### src/rtl/mem_demux_stream_pkg.sv
// Shared definitions for the memory demux stream: header codes, FSM states,
// and the mapping from a data header to its output channel.
package mem_demux_stream_pkg;

    localparam logic [3:0] HDR_IDLE   = 4'b0000;
    localparam logic [3:0] HDR_MARKER = 4'b1111;
    localparam logic [3:0] HDR_CH0    = 4'b0100;
    localparam logic [3:0] HDR_CH1    = 4'b0101;
    localparam logic [3:0] HDR_CH2    = 4'b0010;
    localparam logic [3:0] HDR_CH3    = 4'b0011;
    localparam logic [3:0] HDR_CH4    = 4'b1000;
    localparam logic [3:0] HDR_CH5    = 4'b1001;
    localparam logic [3:0] HDR_CH6    = 4'b1010;

    localparam int NUM_CHAN = 8;

    typedef enum logic {
        WAIT_SYNC = 1'b0,
        RUN       = 1'b1
    } state_t;

    function automatic logic hdr_is_data(input logic [3:0] hdr);
        case (hdr)
            HDR_CH0, HDR_CH1, HDR_CH2, HDR_CH3,
            HDR_CH4, HDR_CH5, HDR_CH6: return 1'b1;
            default:                   return 1'b0;
        endcase
    endfunction

    function automatic logic [2:0] hdr_to_chan(input logic [3:0] hdr);
        return {hdr[3], hdr[1:0]};
    endfunction

endpackage

### src/rtl/mem_demux_chan_cnt.sv
// Per-channel entry counter that saturates at 2^ADDR_W and snapshots its
// value into nentries when a BX closes.
module mem_demux_chan_cnt #(
    parameter int ADDR_W = 6
) (
    input  logic              clk,
    input  logic              reset,
    input  logic              clear_i,
    input  logic              inc_i,
    input  logic              snap_i,
    output logic [ADDR_W:0]   count_o,
    output logic              full_o,
    output logic [ADDR_W:0]   nentries_o
);

    logic [ADDR_W:0] count_q, count_d;
    logic [ADDR_W:0] nentries_q, nentries_d;

    always_comb begin
        count_d    = count_q;
        nentries_d = nentries_q;
        if (snap_i) begin
            nentries_d = count_q;
        end
        if (clear_i) begin
            count_d = '0;
        end else if (inc_i && !count_q[ADDR_W]) begin
            count_d = count_q + (ADDR_W+1)'(1);
        end
    end

    always_ff @(posedge clk or posedge reset) begin
        if (reset) begin
            count_q    <= '0;
            nentries_q <= '0;
        end else begin
            count_q    <= count_d;
            nentries_q <= nentries_d;
        end
    end

    assign count_o    = count_q;
    assign full_o     = count_q[ADDR_W];
    assign nentries_o = nentries_q;

endmodule

### src/rtl/mem_demux_stream.sv
// Demultiplexes a tagged 55-bit word stream into 8 paged memory write ports,
// framing entries by BX markers and flagging stream errors.
module mem_demux_stream
    import mem_demux_stream_pkg::*;
#(
    parameter int ADDR_W = 6,
    parameter int PAGE_W = 2
) (
    input  logic                                clk,
    input  logic                                reset,
    input  logic [54:0]                         mem_dat_stream,
    output logic [50:0]                         dat_out,
    output logic [NUM_CHAN-1:0]                 wr_en,
    output logic [NUM_CHAN-1:0][PAGE_W+ADDR_W-1:0] wr_addr,
    output logic [NUM_CHAN-1:0][ADDR_W:0]       nentries,
    output logic [2:0]                          bx_out,
    output logic                                bx_done,
    output logic                                synced,
    output logic                                err_hdr,
    output logic                                err_ovf,
    output logic                                err_bx
);

    logic [3:0]  hdr;
    logic [2:0]  inBx;
    logic [2:0]  chan;
    logic        isMarker;
    logic        isData;
    logic        isIdle;

    assign hdr      = mem_dat_stream[54:51];
    assign inBx     = mem_dat_stream[50:48];
    assign chan     = hdr_to_chan(hdr);
    assign isMarker = (hdr == HDR_MARKER) && (mem_dat_stream[47:0] == 48'd0);
    assign isData   = hdr_is_data(hdr);
    assign isIdle   = (hdr == HDR_IDLE);

    state_t                                 state_q, state_d;
    logic [PAGE_W-1:0]                      page_q, page_d;
    logic [2:0]                             bx_q, bx_d;
    logic                                   bxDone_q, bxDone_d;
    logic [NUM_CHAN-1:0]                    wrEn_q, wrEn_d;
    logic [50:0]                            dat_q, dat_d;
    logic [NUM_CHAN-1:0][PAGE_W+ADDR_W-1:0] addr_q, addr_d;
    logic                                   errHdr_q, errHdr_d;
    logic                                   errOvf_q, errOvf_d;
    logic                                   errBx_q, errBx_d;

    logic [NUM_CHAN-1:0][ADDR_W:0]          chanCount;
    logic [NUM_CHAN-1:0]                    chanFull;
    logic [NUM_CHAN-1:0]                    chanInc;
    logic                                   cntClear;
    logic                                   cntSnap;

    for (genvar c = 0; c < NUM_CHAN; c++) begin : g_chan
        mem_demux_chan_cnt #(.ADDR_W(ADDR_W)) u_cnt (
            .clk        (clk),
            .reset      (reset),
            .clear_i    (cntClear),
            .inc_i      (chanInc[c]),
            .snap_i     (cntSnap),
            .count_o    (chanCount[c]),
            .full_o     (chanFull[c]),
            .nentries_o (nentries[c])
        );
    end

    always_comb begin
        state_d  = state_q;
        page_d   = page_q;
        bx_d     = bx_q;
        bxDone_d = 1'b0;
        wrEn_d   = '0;
        dat_d    = dat_q;
        addr_d   = addr_q;
        errHdr_d = errHdr_q;
        errOvf_d = errOvf_q;
        errBx_d  = errBx_q;
        chanInc  = '0;
        cntClear = 1'b0;
        cntSnap  = 1'b0;

        case (state_q)
            WAIT_SYNC: begin
                // Only a marker is meaningful before sync; it opens the first BX without closing one.
                if (isMarker) begin
                    state_d  = RUN;
                    page_d   = inBx[PAGE_W-1:0];
                    bx_d     = inBx;
                    cntClear = 1'b1;
                end
            end
            RUN: begin
                if (isMarker) begin
                    page_d   = inBx[PAGE_W-1:0];
                    bx_d     = inBx;
                    bxDone_d = 1'b1;
                    cntClear = 1'b1;
                    cntSnap  = 1'b1;
                    if (inBx != bx_q + 3'd1) begin
                        errBx_d = 1'b1;
                    end
                end else if (isData) begin
                    if (chanFull[chan]) begin
                        errOvf_d = 1'b1;
                    end else begin
                        wrEn_d[chan]  = 1'b1;
                        dat_d         = mem_dat_stream[50:0];
                        addr_d[chan]  = {page_q, chanCount[chan][ADDR_W-1:0]};
                        chanInc[chan] = 1'b1;
                    end
                end else if (!isIdle) begin
                    errHdr_d = 1'b1;
                end
            end
            default: state_d = WAIT_SYNC;
        endcase
    end

    always_ff @(posedge clk or posedge reset) begin
        if (reset) begin
            state_q  <= WAIT_SYNC;
            page_q   <= '0;
            bx_q     <= '0;
            bxDone_q <= 1'b0;
            wrEn_q   <= '0;
            dat_q    <= '0;
            addr_q   <= '0;
            errHdr_q <= 1'b0;
            errOvf_q <= 1'b0;
            errBx_q  <= 1'b0;
        end else begin
            state_q  <= state_d;
            page_q   <= page_d;
            bx_q     <= bx_d;
            bxDone_q <= bxDone_d;
            wrEn_q   <= wrEn_d;
            dat_q    <= dat_d;
            addr_q   <= addr_d;
            errHdr_q <= errHdr_d;
            errOvf_q <= errOvf_d;
            errBx_q  <= errBx_d;
        end
    end

    assign dat_out = dat_q;
    assign wr_en   = wrEn_q;
    assign wr_addr = addr_q;
    assign bx_out  = bx_q;
    assign bx_done = bxDone_q;
    assign synced  = (state_q == RUN);
    assign err_hdr = errHdr_q;
    assign err_ovf = errOvf_q;
    assign err_bx  = errBx_q;

endmodule
### config.mk
export PLATFORM = sky130hd
export DESIGN_NAME = mem_demux_stream
export DESIGN_NICKNAME = d
export VERILOG_FILES = /design/src/rtl/mem_demux_stream_pkg.sv /design/src/rtl/mem_demux_chan_cnt.sv /design/src/rtl/mem_demux_stream.sv
export SDC_FILE = /design/constraint.sdc
export NUM_CORES = 1
export LEC_CHECK = 0
export BUFFER_PORTS_ARGS = -buffer_cell sky130_fd_sc_hd__buf_4
export CAP_MARGIN = 10
export CORE_ASPECT_RATIO = 1.5
export CORE_MARGIN = 5
export CORE_UTILIZATION = 53
export DETAILED_ROUTE_END_ITERATION = 12
export GPL_TIMING_DRIVEN = 0
export MAX_ROUTING_LAYER = met4
export PLACE_DENSITY = 0.86
export SLEW_MARGIN = 20
export SYNTH_ARGS = -nofsm -noshare
export SYNTH_HDL_FRONTEND = slang
export SYNTH_SLANG_ARGS = --single-unit
### constraint.sdc
create_clock -name clk -period 8.6 [get_ports clk]
set_input_delay 0.86 -clock clk [delete_from_list [all_inputs] [get_ports clk]]
set_output_delay 0.86 -clock clk [all_outputs]
set_load 0.05 [all_outputs]
# After elaboration in Yosys (flattened, before gate mapping)
# Index checks and enable logic that the tools add are counted.
# op_classes
n_addsub	9
order_cmp	2
n_eq_ne	9
n_mux	35
bitwise	4
reduce_logical	33
# op_table
operator	count
$mux W7	16
$bwmux W64	1
$add A7 B1 Y7 const B	8
$logic_not A48 Y1	1
$mux W8	5
$demux W8 S3	1
$bmux W7 S3	1
$eq A4 B4 Y1 const B	4
$reduce_bool A2 Y1	8
$reduce_and A4 Y1	3
$logic_and A1 B1 Y1	10
$eq A4 B2 Y1 const B	2
$eq A4 B3 Y1 const B	2
$logic_not A1 Y1	8
$reduce_or A7 Y1	1
$mux W1	6
$mux W6	1
$logic_not A4 Y1	1
$lt A3 B4 Y1 const B	1
$not A1 Y1	4
$add A3 B1 Y3 const B	1
$bmux W1 S3	1
$demux W1 S3	1
$ge A3 B1 Y1 const B	1
other kinds (4)	4
# word_totals
ff_bits	245
input_bits	57
out_inout_bits	187
elab_cells	125

# Logic depth before layout (Yosys ltp)
# depth
ltp_word	11
depth_mapped	8
mapped_depth_nobuf	5

# Cells and area by module
# A second synthesis with hierarchy kept.
# hier_totals
hier_cells	1073
hier_area_um2	12625.9
# modules_own_cells
mod	n_inst	cells_per_inst	area_each_um2	seq_area_each_um2
mem_demux_stream	1	681	7641.1	3278.1
mem_demux_chan_cnt	8	49	623.1	350.3

# Least setup slack after synthesis
# No wires, ideal clock.
# synth_path
path_type	input to register
from	in mem_dat_stream[26]
to	reg g_chan[0].u_cnt.count_q[2]
t_arrival_ns	2.570
slack_ns	5.912
cell_stages	6
path_buffers	2
cell_sequence	or4_1 or4_1 nor4_4 buf_4 buf_6 nor2_1
# synth_via
elab_chain_cells	6
word_cells_on_any_way	8
cone_classes	mux (4); reduce/logical (4)
# synth_lines
item	line	text
start, declared	mem_demux_stream.sv:11	input logic [54:0] mem_dat_stream,
$logic_not A48 Y1 *	mem_demux_stream.sv:34	assign isMarker = (hdr == HDR_MARKER) && (mem_dat_stream[47:0] == 48'd0);
$logic_and A1 B1 Y1 *	mem_demux_stream.sv:34	
$mux W8	mem_demux_stream.sv:94	if (isMarker) begin
$mux W8	mem_demux_stream.sv:83	case (state_q)
$logic_and A1 B1 Y1	mem_demux_chan_cnt.sv:27	end else if (inc_i && !count_q[ADDR_W]) begin
$reduce_bool A2 Y1 (no line)	n/a	
end signal, assigned	mem_demux_chan_cnt.sv:37	count_q <= count_d;
end, declared	mem_demux_chan_cnt.sv:16	logic [ADDR_W:0] count_q, count_d;
# Every way passes the cells marked *; elsewhere a longest branch is shown, timed or not.
# A chain may end at the register's enable or synchronous reset.

# Worst setup path after layout
# layout_path
from	in mem_dat_stream[51]
to	reg addr_q (netlist bit wr_addr[52])
# layout_via
elab_chain_cells	5
word_cells_on_any_way	24
cone_classes	order compare (2); eq/ne (8); mux (8); bitwise (2); reduce/logical (4)
# layout_lines
item	line	text
$lt A3 B4 Y1 (not written as such) or $ge A3 B1 Y1 (tied branches)	mem_demux_stream.sv:109	addr_d[chan] = {page_q, chanCount[chan][ADDR_W-1:0]};
$logic_and A1 B1 Y1 (not written as such)	mem_demux_stream.sv:109	
$mux W8 (not written as such)	mem_demux_stream.sv:109	
$demux W8 S3	mem_demux_stream.sv:109	
$bwmux W64	mem_demux_stream.sv:109	
end signal, assigned	mem_demux_stream.sv:139	addr_q <= addr_d;
end, declared	mem_demux_stream.sv:44	logic [NUM_CHAN-1:0][PAGE_W+ADDR_W-1:0] addr_q, addr_d;
# Parallel ways exist; a longest one is shown, timed or not. The select of a mux whose other input is x is not followed.

==> flow_metrics.env <==
export IMPL_outcome="finished clean"
export IMPL_finalSetupViolations=0
export IMPL_ys_types=49
export IMPL_syn_nets=856
export IMPL_slew_violations=0
export IMPL_place_congestion=0.885
export IMPL_power_uw=2200
export IMPL_clkTransAtPathRegs_ns=0.06
export IMPL_grt_max_degree=104
export IMPL_grt_pass1_wl_um=42800
export IMPL_cts_resized=0
export IMPL_dp_cells=1288
export IMPL_rsz0062_at_grt="false"
export IMPL_final_cells=1329
export IMPL_cp_arrival_ns=3.20
export IMPL_worstHoldPathType="in -> async"
export IMPL_syn_area_per_cell_um2=12.7
export IMPL_clock_path_buffers=3
export IMPL_peakVddDrop_v=0.000150
export IMPL_cp_data_required_time_ns=8.95
export IMPL_synth_seq_cells=243
export IMPL_tritoncts="yes"
export IMPL_ys_warn_count=0
export IMPL_worstMarginPinSlew_ns=0.909
export IMPL_tns_ns=0
export IMPL_skew_ns=0.0139
export IMPL_grt_pass1_vias=7916
export IMPL_num_vias=7361
export IMPL_drc=0
export IMPL_synthesis_area_um2=10100
export IMPL_ys_seq_area_frac=0.604
export IMPL_area_delta_synth_final_pct=29.1
export IMPL_drv_cap=0
export IMPL_fmax_mhz=350
export IMPL_dp_slack_ns=5.19
export IMPL_insertion_delay_ns=0.52
export IMPL_clock_root_buffer="clkbuf_16"
export IMPL_post_cts_repair_setup_buffers=0
export IMPL_io_pin_count=244
export IMPL_gr_total_overflow=0
export IMPL_place_hpwl_um=20500
export IMPL_hold_buffers=0
export IMPL_dieWidth_um=122
export IMPL_start_kind="input port"
export IMPL_drt_wl_total_um=27400
export IMPL_final_util=0.698
export IMPL_min_period_ns=2.86
export IMPL_cellLeakagePower_uw=0.00679
export IMPL_critPathCaptureType="register"
export IMPL_syn_inst=791
export IMPL_period_share=0.332
export IMPL_track_usage=0.262
export IMPL_cts_sinks=243
export IMPL_drive_gt1_frac=0.414
export IMPL_avgViaCountPerCell=5.54
export IMPL_critical_path_class="in -> reg"
export IMPL_power_density_nw_per_um2=169
export IMPL_initialDrtViolationCount=404
export IMPL_synth_edf_count=0
export IMPL_wl_per_cell_um=20.6
export IMPL_port_buffers=243
export IMPL_nNetsFinal=1126
export IMPL_rows=61
export IMPL_async_reset_ff_frac=1.00
export IMPL_cts_buffers=23
export IMPL_die_area_um2=21900
export IMPL_htreeDepth=1
export IMPL_antenna_found_initial=0
export IMPL_die_y_um=179
export IMPL_postRouteAntennaNets=0
export IMPL_fin_ws_ns=5.74
export IMPL_slew_headroom=0.377
export IMPL_path_max_fanout=10
export IMPL_hold_violations=0
export IMPL_firstDrtPassIters=5
export IMPL_coreArea_um2=18600
export IMPL_synth_ff_type="dfrtp_1"
export IMPL_n_antenna_cell=0
export IMPL_initial_core_util=0.540
[worst paths after layout]
kind | startpoint | to | slack, ns | cells after the start
max reg2reg | g_chan[3].u_cnt.count_o[6] | dat_out[12] | 6.02 | 5
min | reset | g_chan[7].u_cnt.nentries_o[0] | 0.42 | 2
max in group asynchronous | reset | wr_addr[49] | 7.01 | 4
min in group clk | wr_addr[63] | wr_addr[63] | 0.46 | 1
min reg2reg | wr_addr[63] | wr_addr[63] | 0.46 | 1
max | mem_dat_stream[51] | wr_addr[52] | 5.74 | 6
[report_power, final]
part	total [µW]	switching (µW)	internal, µW	leakage [µW]
registers	1140	0.0578	1140	0.00339
logic	72.4	45.3	27.1	0.00305
clock network	984	428	556	0.000357
total	2200	474	1730	0.00679
[registers in the layout, summed over array words and instances, names as in the netlist]
register	count
bx_out	2
bx_done	1
dat_out	51
err_bx	1
g_chan.u_cnt.nentries_o	56
err_ovf	1
g_chan.u_cnt.count_o	56
synced	1
wr_addr	64
page_q	1
wr_en	8
err_hdr	1
[Yosys cell counts (all sizes together) (3+ instances only)]
cell | instances | share of area
nor2 | 46 | 0.017
nand3 | 18 | 0.0090
mux2 | 128 | 0.14
nor2b | 7 | 0.0044
nand4 | 17 | 0.011
nor4 | 23 | 0.016
or2 | 3 | 0.0019
mux4 | 10 | 0.022
buf | 21 | 0.012
a21oi | 11 | 0.0055
ha | 8 | 0.010
and3 | 5 | 0.0031
xor2 | 18 | 0.016
o21ba | 3 | 0.0030
o21bai | 3 | 0.0022
clkbuf | 24 | 0.0091
mux2i | 7 | 0.0070
nand2 | 80 | 0.030
nand2b | 10 | 0.0062
or4 | 3 | 0.0022
and3b | 4 | 0.0035
and2 | 9 | 0.0056
a41oi | 4 | 0.0035
or3 | 6 | 0.0037
inv | 8 | 0.0030
clkinv | 3 | 0.0011
o21ai | 34 | 0.017
nor3 | 6 | 0.0035
xnor2 | 12 | 0.010
dfrtp | 243 | 0.60
[cell families (layout without fill, tap and decap cells)]
family | count (synthesis) | in the layout | synth area share
AND/OR/NAND/NOR | 245 | 245 | 0.123
flip-flops | 243 | 243 | 0.604
multiplexers | 145 | 145 | 0.173
AO/OA/AOI/OAI | 63 | 63 | 0.0374
buffers and inverters | 56 | 342 | 0.0256
XOR/XNOR | 30 | 30 | 0.0261
adder cells (fa/ha/maj) | 8 | 8 | 0.00995
other | 1 | 1 | 0.000373
[layer usage]
metal  part of all wire  up-vias  track usage
met4              0.049        0        0.116
li1                   -     3309            -
met2               0.53      327        0.458
met5                  0        -            -
met3              0.071       80       0.0467
met1               0.35     3645        0.293
[final cells by class]
type | count | area [µm²]
Multi-Input combinational cell | 492 | 3720
Sequential cell | 243 | 6080
Clock inverter | 5 | 35.0
Buffer | 45 | 216
Fill cell | 1353 | 5630
Inverter | 11 | 48.8
Timing Repair Buffer | 245 | 1880
Clock buffer | 36 | 694
Tap cell | 252 | 315
[worst max-delay path, stage by stage]
cell	delay, ns
buf_4	0.11
buf_1	0.40
buf_1	0.48
mux4_2	0.40
mux2i_1	0.72
o21ai_0	0.22
[placed cells by master (no fill, tap or decap), types with 3 or more instances in the layout]
master,instances
mux2i_1,7
or2_2,3
nor3_1,5
o21ai_0,34
nor2_1,46
nor2b_1,7
clkbuf_1,29
dfrtp_1,243
or4_1,3
buf_2,10
and3_1,5
a21oi_1,11
inv_1,7
o21ba_2,3
ha_1,8
and3b_1,4
nand2_1,80
mux2_2,128
nand3_1,18
nor4_1,22
mux4_2,10
o21bai_1,3
nand4_1,17
clkbuf_8,7
a41oi_1,4
and2_1,9
buf_1,4
xnor2_1,12
or3_1,6
clkbuf_16,23
buf_4,248
nand2b_1,10
clkinv_1,3
xor2_1,18
[through the flow]
| stage | area (µm²) | hold slack [ns] |
|---|---|---|
| CTS | 13000 | 0.440 |
| floorplan | 10100 | 0.460 |
| global placement | 12200 | 0.442 |
| finish | 13000 | 0.423 |
| detailed placement | 12300 | 0.449 |
| global route | 13000 | 0.467 |
(Power assumes the default switching activity.)
